--- config.mk ---
export PLATFORM = sky130hd
export DESIGN_NAME = mips_ex_bru
export DESIGN_NICKNAME = d
export VERILOG_FILES = /design/src/rtl/mips_ex_bru_pkg.sv /design/src/rtl/mips_ex_bru_cmp.sv /design/src/rtl/mips_ex_bru.sv
export SDC_FILE = /design/constraint.sdc
export NUM_CORES = 1
export LEC_CHECK = 0
export ABC_CLOCK_PERIOD_IN_PS = 2900
export CORE_MARGIN = 4
export CORE_UTILIZATION = 40
export CTS_CLUSTER_SIZE = 14
export DETAILED_ROUTE_END_ITERATION = 6
export PLACE_DENSITY = 0.85
export RECOVER_POWER = 25
export SYNTH_ARGS = -nofsm -noshare
export SYNTH_HDL_FRONTEND = slang
export SYNTH_SLANG_ARGS = --single-unit
--- constraint.sdc ---
create_clock -name clk -period 2.9 [get_ports clk]
set_input_delay 0.29 -clock clk [delete_from_list [all_inputs] [get_ports clk]]
set_output_delay 0.29 -clock clk [all_outputs]
set_load 0.1 [all_outputs]
--- src/rtl/mips_ex_bru_pkg.sv ---
// mips_ex_bru_pkg: shared widths, decode-info bit indices and branch unit state encoding
package mips_ex_bru_pkg;
    localparam int MIPS_DATA_WIDTH      = 32;
    localparam int MIPS_ADDR_WIDTH      = 32;
    localparam int MIPS_DECINFO_WIDTH   = 8;
    localparam int MIPS_DECINFO_BJP_BEQ  = 0;
    localparam int MIPS_DECINFO_BJP_BNE  = 1;
    localparam int MIPS_DECINFO_BJP_BGEZ = 2;
    localparam int MIPS_DECINFO_BJP_BLTZ = 3;
    localparam int MIPS_DECINFO_BJP_BLEZ = 4;
    localparam int MIPS_DECINFO_BJP_BGTZ = 5;
    typedef enum logic {
        MIPS_BRU_ST_IDLE  = 1'b0,
        MIPS_BRU_ST_REDIR = 1'b1
    } bru_state_e;
endpackage

--- src/rtl/mips_ex_bru_cmp.sv ---
// mips_ex_bru_cmp: combinational branch condition and target evaluation
module mips_ex_bru_cmp import mips_ex_bru_pkg::*; #(
    parameter int DATA_W = MIPS_DATA_WIDTH,
    parameter int ADDR_W = MIPS_ADDR_WIDTH
) (
    input  logic [DATA_W-1:0]             rs,
    input  logic [DATA_W-1:0]             rt,
    input  logic [DATA_W-1:0]             imm,
    input  logic [ADDR_W-1:0]             pc_incr,
    input  logic [MIPS_DECINFO_WIDTH-1:0] info,
    output logic                          is_br,
    output logic                          taken,
    output logic [ADDR_W-1:0]             target
);
    logic neg, zero, unused_bits;
    assign unused_bits = ^{imm[DATA_W-1:ADDR_W-2], info[MIPS_DECINFO_WIDTH-1:MIPS_DECINFO_BJP_BGTZ+1]};
    always_comb begin
        neg    = rs[DATA_W-1];
        zero   = (rs == '0);
        is_br  = |info[MIPS_DECINFO_BJP_BGTZ:MIPS_DECINFO_BJP_BEQ];
        // Multi-hot decode is illegal; the chain below fixes a deterministic priority anyway
        taken  = info[MIPS_DECINFO_BJP_BEQ]  ? (rs == rt) :
                 info[MIPS_DECINFO_BJP_BNE]  ? (rs != rt) :
                 info[MIPS_DECINFO_BJP_BGEZ] ? !neg :
                 info[MIPS_DECINFO_BJP_BLTZ] ? neg :
                 info[MIPS_DECINFO_BJP_BLEZ] ? (neg || zero) :
                 (info[MIPS_DECINFO_BJP_BGTZ] && !neg && !zero);
        target = pc_incr + {imm[ADDR_W-3:0], 2'b00};
    end
endmodule

--- src/rtl/mips_ex_bru.sv ---
// mips_ex_bru: EX branch resolution with predictor update, flush and redirect; MIPS_BRU_STATS_EN adds counters
module mips_ex_bru import mips_ex_bru_pkg::*; #(
    parameter int DATA_W = MIPS_DATA_WIDTH,
    parameter int ADDR_W = MIPS_ADDR_WIDTH,
    parameter int CNT_W  = 32
) (
    input  logic                          clk,
    input  logic                          rst_n,
    input  logic                          bru_i_valid,
    output logic                          bru_i_ready,
    input  logic [DATA_W-1:0]             bru_i_rs,
    input  logic [DATA_W-1:0]             bru_i_rt,
    input  logic [DATA_W-1:0]             bru_i_imm,
    input  logic [ADDR_W-1:0]             bru_i_pc_incr,
    input  logic [MIPS_DECINFO_WIDTH-1:0] bru_i_info,
    input  logic                          bru_i_pred_taken,
    output logic                          bru_o_flush,
    output logic                          bru_o_redir_valid,
    input  logic                          bru_o_redir_ready,
    output logic [ADDR_W-1:0]             bru_o_redir_pc,
    output logic                          bru_o_upd_valid,
    output logic [ADDR_W-1:0]             bru_o_upd_pc,
    output logic                          bru_o_upd_taken,
    output logic [CNT_W-1:0]              bru_o_br_cnt,
    output logic [CNT_W-1:0]              bru_o_mis_cnt
);
    bru_state_e        state_q, state_d;
    logic              flush_q, flush_d, redir_valid_q, redir_valid_d;
    logic              upd_valid_q, upd_valid_d, upd_taken_q, upd_taken_d;
    logic [ADDR_W-1:0] redir_pc_q, redir_pc_d, upd_pc_q, upd_pc_d, target;
    logic              is_br, taken, accept, resolve, mispred;

    mips_ex_bru_cmp #(.DATA_W(DATA_W), .ADDR_W(ADDR_W)) u_cmp (
        .rs(bru_i_rs), .rt(bru_i_rt), .imm(bru_i_imm), .pc_incr(bru_i_pc_incr),
        .info(bru_i_info), .is_br(is_br), .taken(taken), .target(target)
    );

    // Ready is masked by reset so every output reads 0 while rst_n is low
    assign bru_i_ready = rst_n && (state_q == MIPS_BRU_ST_IDLE);

    always_comb begin
        accept        = bru_i_valid && bru_i_ready;
        resolve       = accept && is_br;
        mispred       = resolve && (taken != bru_i_pred_taken);
        state_d       = (state_q == MIPS_BRU_ST_IDLE) ? (mispred ? MIPS_BRU_ST_REDIR : MIPS_BRU_ST_IDLE)
                                                      : (bru_o_redir_ready ? MIPS_BRU_ST_IDLE : MIPS_BRU_ST_REDIR);
        flush_d       = mispred;
        redir_valid_d = mispred || (redir_valid_q && !bru_o_redir_ready);
        redir_pc_d    = mispred ? (taken ? target : bru_i_pc_incr) : redir_pc_q;
        upd_valid_d   = resolve;
        upd_pc_d      = resolve ? bru_i_pc_incr - ADDR_W'(4) : upd_pc_q;
        upd_taken_d   = resolve ? taken : upd_taken_q;
    end

    always_ff @(posedge clk or negedge rst_n) begin
        if (!rst_n) begin
            state_q       <= MIPS_BRU_ST_IDLE;
            flush_q       <= 1'b0;
            redir_valid_q <= 1'b0;
            redir_pc_q    <= '0;
            upd_valid_q   <= 1'b0;
            upd_pc_q      <= '0;
            upd_taken_q   <= 1'b0;
        end else begin
            state_q       <= state_d;
            flush_q       <= flush_d;
            redir_valid_q <= redir_valid_d;
            redir_pc_q    <= redir_pc_d;
            upd_valid_q   <= upd_valid_d;
            upd_pc_q      <= upd_pc_d;
            upd_taken_q   <= upd_taken_d;
        end
    end

    assign bru_o_flush       = flush_q;
    assign bru_o_redir_valid = redir_valid_q;
    assign bru_o_redir_pc    = redir_pc_q;
    assign bru_o_upd_valid   = upd_valid_q;
    assign bru_o_upd_pc      = upd_pc_q;
    assign bru_o_upd_taken   = upd_taken_q;

`ifdef MIPS_BRU_STATS_EN
    logic [CNT_W-1:0] br_cnt_q, br_cnt_d, mis_cnt_q, mis_cnt_d;
    always_comb begin
        br_cnt_d  = (resolve && !(&br_cnt_q)) ? br_cnt_q + CNT_W'(1) : br_cnt_q;
        mis_cnt_d = (mispred && !(&mis_cnt_q)) ? mis_cnt_q + CNT_W'(1) : mis_cnt_q;
    end
    always_ff @(posedge clk or negedge rst_n) begin
        if (!rst_n) begin
            br_cnt_q  <= '0;
            mis_cnt_q <= '0;
        end else begin
            br_cnt_q  <= br_cnt_d;
            mis_cnt_q <= mis_cnt_d;
        end
    end
    assign bru_o_br_cnt  = br_cnt_q;
    assign bru_o_mis_cnt = mis_cnt_q;
`else
    assign bru_o_br_cnt  = '0;
    assign bru_o_mis_cnt = '0;
`endif
endmodule

After elaboration in Yosys (flattened, before gate mapping)
Cells that the tools add are included.
W data, S select, Z words.
{ "word_totals": {"rom_bits": 0, "register_bits": 69, "inputBits": 141, "ramBits": 0, "latch_bits": 0, "word_cells": 36, "output_inout_bits": 133, "memories": 0} }
{ "classes": {"muxes": 9, "order_cmp": 0, "reduce_logical": 14, "add_sub_neg": 2, "n_eq_ne": 3, "shifts": 0, "mul": 0, "n_div": 0, "bitwise": 1} }
{ "ops": {"columns": ["operator", "count"], "rows": [
  ["$add A32 B32 Y32", 1],
  ["$eq A32 B32 Y1", 1],
  ["$logic_not A32 Y1", 1],
  ["$mux W32", 1],
  ["$ne A32 B32 Y1", 1],
  ["$sub A32 B3 Y32 const B", 1],
  ["$mux W1", 8],
  ["$logic_and A1 B1 Y1", 7],
  ["$reduce_or A6 Y1", 1],
  ["$logic_not A1 Y1", 3],
  ["$logic_or A1 B1 Y1", 2],
  ["$ne A1 B1 Y1", 1],
  ["$not A1 Y1", 1]
]} }

Longest topological paths before layout
{ "depth": {"depth_word": 12, "depth_mapped": 11, "mapped_depth_nobuf": 11} }

Hierarchy
Synthesis repeated with hierarchy kept, for this count alone.
{ "unflattened": {"cells_unflattened": 705, "hier_area_um2": 5944.5} }
{ "by_module_without_submodules": {"columns": ["module", "seq_area_each_um2", "instances", "area_each_um2", "cells_per_inst"], "rows": [
  ["mips_ex_bru", 1726.7, 1, 3831.2, 406],
  ["mips_ex_bru_cmp", 0.0, 1, 2113.3, 299]
]} }

Worst setup path after synthesis
OpenSTA, ideal clock, no wires.
{ "synth_path": {"path_kind": "reg2reg", "startpoint": "register state_q", "endpoint": "register redir_pc_q[23], in the netlist bru_o_redir_pc[23]", "path_slack_ps": -403, "stages_incl_launch_ff": 8, "synth_period_minus_slack_ps": 3303, "required_ps": 2775, "arrival_ps": 3178, "cell_sequence": "dfrtp_1 -> nor2b_1 -> o311ai_1 -> inv_1 -> nand2b_1 -> buf_4 -> buf_6 -> mux2_4"} }
{ "synth_between": {"elab_chain_len": 5} }
{ "synth_lines": {"columns": ["element", "line", "source"], "rows": [
  ["start, declared", "mips_ex_bru.sv:27", "bru_state_e state_q, state_d;"],
  ["start signal, assigned", "mips_ex_bru.sv:65", "state_q <= state_d;"],
  ["$not A1 Y1", null, null],
  ["$logic_and A1 B1 Y1", "mips_ex_bru.sv:39", "assign bru_i_ready = rst_n && (state_q == MIPS_BRU_ST_IDLE);"],
  ["net bru_i_ready", "mips_ex_bru.sv:10", "output logic bru_i_ready,"],
  ["$logic_and A1 B1 Y1", "mips_ex_bru.sv:42", "accept = bru_i_valid && bru_i_ready;"],
  ["$logic_and A1 B1 Y1", "mips_ex_bru.sv:43", "resolve = accept && is_br;"],
  ["$logic_and A1 B1 Y1", "mips_ex_bru.sv:44", "mispred = resolve && (taken != bru_i_pred_taken);"],
  ["end signal, assigned", "mips_ex_bru.sv:68", "redir_pc_q <= redir_pc_d;"],
  ["end, declared", "mips_ex_bru.sv:30", "logic [ADDR_W-1:0] redir_pc_q, redir_pc_d, upd_pc_q, upd_pc_d, target;"]
]} }
The timed path passes the listed nets, and every way through them passes these cells.
A chain may end at the register's enable or synchronous reset.

Worst setup path after layout
{ "layout_path": {"startpoint": "input bru_i_pc_incr[2]", "endpoint": "register redir_pc_q[22], in the netlist bru_o_redir_pc[22]"} }
{ "layout_between": {"elab_chain_len": 2} }
{ "layout_lines": {"columns": ["element", "line", "source"], "rows": [
  ["start, declared", "mips_ex_bru.sv:14", "input logic [ADDR_W-1:0] bru_i_pc_incr,"],
  ["$add A32 B32 Y32", "mips_ex_bru_cmp.sv:28", "target = pc_incr + {imm[ADDR_W-3:0], 2'b00};"],
  ["$mux W32", "mips_ex_bru.sv:49", "redir_pc_d = mispred ? (taken ? target : bru_i_pc_incr) : redir_pc_q;"]
]} }
Every way passes these cells.

==> results.py <==
metrics = {
    "synthesis": {
        "yosys_warnings": 0,
        "synth_ff_type": "dfrtp_1",
        "postSynthAreaPerCell_sq_um": 8.39,
        "syn_area_sq_um": 5820,
        "synthDistinctLibCells": 61,
        "synth-async-reset-ratio_pct": 100,
        "synth_cells": 694,
        "synth_edf_count": 0,
        "ys_ff_latch": 69,
        "yosysSeqAreaShare_pct": 29.7,
    },
    "worst_setup_path": {
        "path_delay_family": "compound AO/OA/AOI/OAI gates",
        "cp_cell_sequence": "clkdlybuf4s50_1 > ha_2 > fa_2 > a211oi_2 > o21ai_1 > o211ai_1 > nand2_1 > a31oi_1 > o21ai_0 > xor2_1 > mux2_2 > mux2_2",
        "critPathLaunchType": "input pin",
        "cp.depth": 12,
        "crit_buf_inv": 1,
        "slowest_stage": "clkdlybuf4s50_1",
        "crit_fanout": 3,
        "cp.required_ns": 3.12,
        "cp.arrival_ns": 2.98,
        "r2r_cells": 6,
        "cp_common_cell": "mux2_2",
        "crit_type": "input pin to flip-flop",
        "max_stage_delay_ns": 0.46,
        "crit_path_end_kind": "flip-flop",
    },
    "placed_design": {
        "place_congestion": 0.877,
        "dp_hpwl_mm": 15.6,
        "place_ws_ns": -0.360,
        "place_inst": 1136,
        "port_buffers": 205,
    },
    "clocking": {
        "cts_root_buffer": "clkbuf_16",
        "cts_hold_buf": 0,
        "cts.reportedPaths.clkPinSlew_ns": 0.06,
        "h-tree-depth": 3,
        "tritoncts": "built",
        "clk_path_buf_depth": 2,
        "post_cts_buffers": 0,
        "worst_skew_pair.late_latency_ns": 0.33,
        "cts_buffers": 9,
        "clock-sinks": 69,
    },
    "global_routing": {
        "grt_overflow_total": 0,
        "grt_max_degree": 79,
        "grt_pass1_wl_mm": 29.0,
        "track_usage_pct": 22.0,
        "grt_pass1_vias": 5733,
        "antenna_found_initial": 0,
    },
    "final_layout": {
        "layout-drive-gt1-share_pct": 20.6,
        "fillers": 1207,
        "final_core_util_pct": 60.7,
        "layout_common_cells": "buf_4 (146), clkdlybuf4s50_1 (135), nand2_1 (75)",
        "areaGrowthSynthToFinish_pct": 46.4,
        "final_cells": 1152,
        "num-nets-final": 1139,
        "layout_commonest_cell": "buf_4",
        "diodes": 0,
    },
    "floorplan": {
        "core_area_sq_um": 14000,
        "dieArea_sq_um": 16500,
        "die_h_um": 129,
        "ioPinCount": 274,
        "initial_utilization_pct": 41.5,
        "chipWidth_um": 129,
        "row_count": 43,
    },
    "timing": {
        "hold_viol": 0,
        "setup_viol": 0,
        "finClkSkew_ns": 0.00615,
        "worst-slew-pin-transition_ns": 1.74,
        "period_share_pct": 95.0,
        "max_slew_margin_pct": -15.8,
        "finalMaxSlewViolations": 70,
        "fin_setup_tns_ns": 0,
        "fmax_mhz": 363,
        "setup_ws_ns": 0.145,
        "period_needed_ns": 2.76,
    },
    "route": {
        "vias": 5813,
        "drcViolationCount": 0,
        "drt-vias-per-instance": 5.05,
        "wl_per_cell_um": 16.3,
        "final_antenna_net_count": 0,
        "dr.pass1.iters": 5,
        "drtIter0Drc": 328,
        "totalWireLength_mm": 18.8,
    },
    "power": {
        "clock_power_share_pct": 17.5,
        "p_leak_nw": 3.87,
        "netSwitchingFraction_pct": 55.4,
        "p_comb_share_pct": 60.8,
        "seq_power_share_pct": 21.7,
        "peakVddDrop_v": 0.000583,
        "p_per_area_nw_per_um2": 734,
        "internal_power_w": 0.00279,
        "netSwitchingPower_w": 0.00346,
    },
    "hold_path": {
        "hold_path_class": "flip-flop to flip-flop",
        "hold_depth": 2,
    },
    "outcome": {
        "status": "finished, violations left",
        "violations": "capacitance limit, slew limit",
    },
    "run": {
        "drv_cap": 1,
    },
}
[cell type report]
cell class | count | area [sq um] | area share [%]
tap | 180 | 225 | 2.64
clock buffer | 9 | 225 | 2.64
inverter | 18 | 67.6 | 0.793
multi-input combinational | 584 | 3710 | 43.6
sequential | 69 | 1730 | 20.3
clock inverter | 7 | 66.3 | 0.778
timing repair buffer | 285 | 2500 | 29.3
[registers in the layout, indices dropped and copies added, names as in the netlist]
signal	count
bru_o_upd_taken	1
bru_o_upd_valid	1
bru_o_upd_pc	32
bru_o_redir_pc	32
bru_o_flush	1
bru_o_redir_valid	1
state_q	1
[synthesized netlist by cell type (all sizes together), types with 2 or more instances]
cell	number	area, sq um
or4	6	56.3
ha	30	375
a211oi	4	30.0
nand3	5	25.0
mux2	13	158
o21bai	2	15.0
nor2b	3	18.8
nor3	17	106
nor2	51	194
nor4	21	161
or3	4	25.0
inv	18	67.6
a31oi	8	50.1
nand4	6	37.5
o31ai	2	15.0
dfrtp	69	1730
nand2b	4	25.0
o211ai	8	60.1
o21ai	88	452
nor3b	3	22.5
nand3b	3	22.5
and2	2	12.5
xnor2	30	263
a221oi	4	35.0
nand2	76	288
a21o	11	82.6
o221ai	3	26.3
or2	2	12.5
a21oi	38	190
mux2i	6	60.1
buf	74	537
o31a	2	17.5
xor2	54	473
clkbuf	12	45.0
[through the flow]
step	total power (W)	cell area (sq um)	hold WS [ns]
floorplan	0.00423	6060	-0.00559
global placement	0.00513	8220	0.462
detailed placement	0.00517	8220	0.468
CTS	0.00626	8510	0.255
global route	0.00649	8520	0.505
finish	0.00625	8520	0.476
[worst reg2reg max path: stages (launching register included)]
cell and delay (ns):
dfrtp_1 0.39, nor2b_2 0.18, o311ai_4 0.14, buf_12 0.23, a21o_1 0.23, a221oi_1 0.31
o21ai_0 0.13
[metal layers]
| metal | wire length, um | track usage (%) |
|---|---|---|
| met5 | 0 | 0 |
| met4 | 611 | 8.96 |
| met3 | 1260 | 3.57 |
| met2 | 9050 | 37.5 |
| met1 | 7850 | 27.7 |
[worst paths after layout]
| path | from | end | slack, ns |
|---|---|---|---|
| min in group asynchronous | rst_n | bru_o_upd_pc[16] | 0.62 |
| worst min-delay path | bru_o_upd_pc[24] | bru_o_upd_pc[24] | 0.48 |
| worst max register to register | state_q | bru_o_redir_pc[29] | 1.16 |
| max in group asynchronous | rst_n | bru_o_upd_pc[27] | 1.26 |
| worst min register to register | bru_o_upd_pc[24] | bru_o_upd_pc[24] | 0.48 |
| worst max-delay path | bru_i_pc_incr[2] | bru_o_redir_pc[22] | 0.14 |
[power by group through the flow]
| stage | combinational [W] | clock [W] | sequential (W) |
|---|---|---|---|
| after floorplan | 0.00109 | 0 | 0.00315 |
| after CTS | 0.00381 | 0.00110 | 0.00136 |
| after detailed placement | 0.00380 | 0 | 0.00137 |
| after global routing | 0.00396 | 0.00115 | 0.00139 |
| final | 0.00380 | 0.00109 | 0.00136 |
| after global placement | 0.00377 | 0 | 0.00136 |
[logic make-up (layout without fill, tap and decap cells)]
group           count (synthesis)  in the layout  synth area share, %
compound gates                180            180                 18.2
flops                          69             69                 29.7
simple gates                  206            206                 17.7
fa+ha+maj                      31             31                 6.79
buf+inv                       104            319                 11.2
mux                            19             19                 3.74
xor+xnor                       84             84                 12.6
other cells                     1             64               0.0644
[what timing repair did]
item                                    in CTS  in global routing
resized for setup                            1                  4
endpoints found under the setup margin       1                  7
pin swaps                                    1                  2
Power figures use the tool's default switching activity.
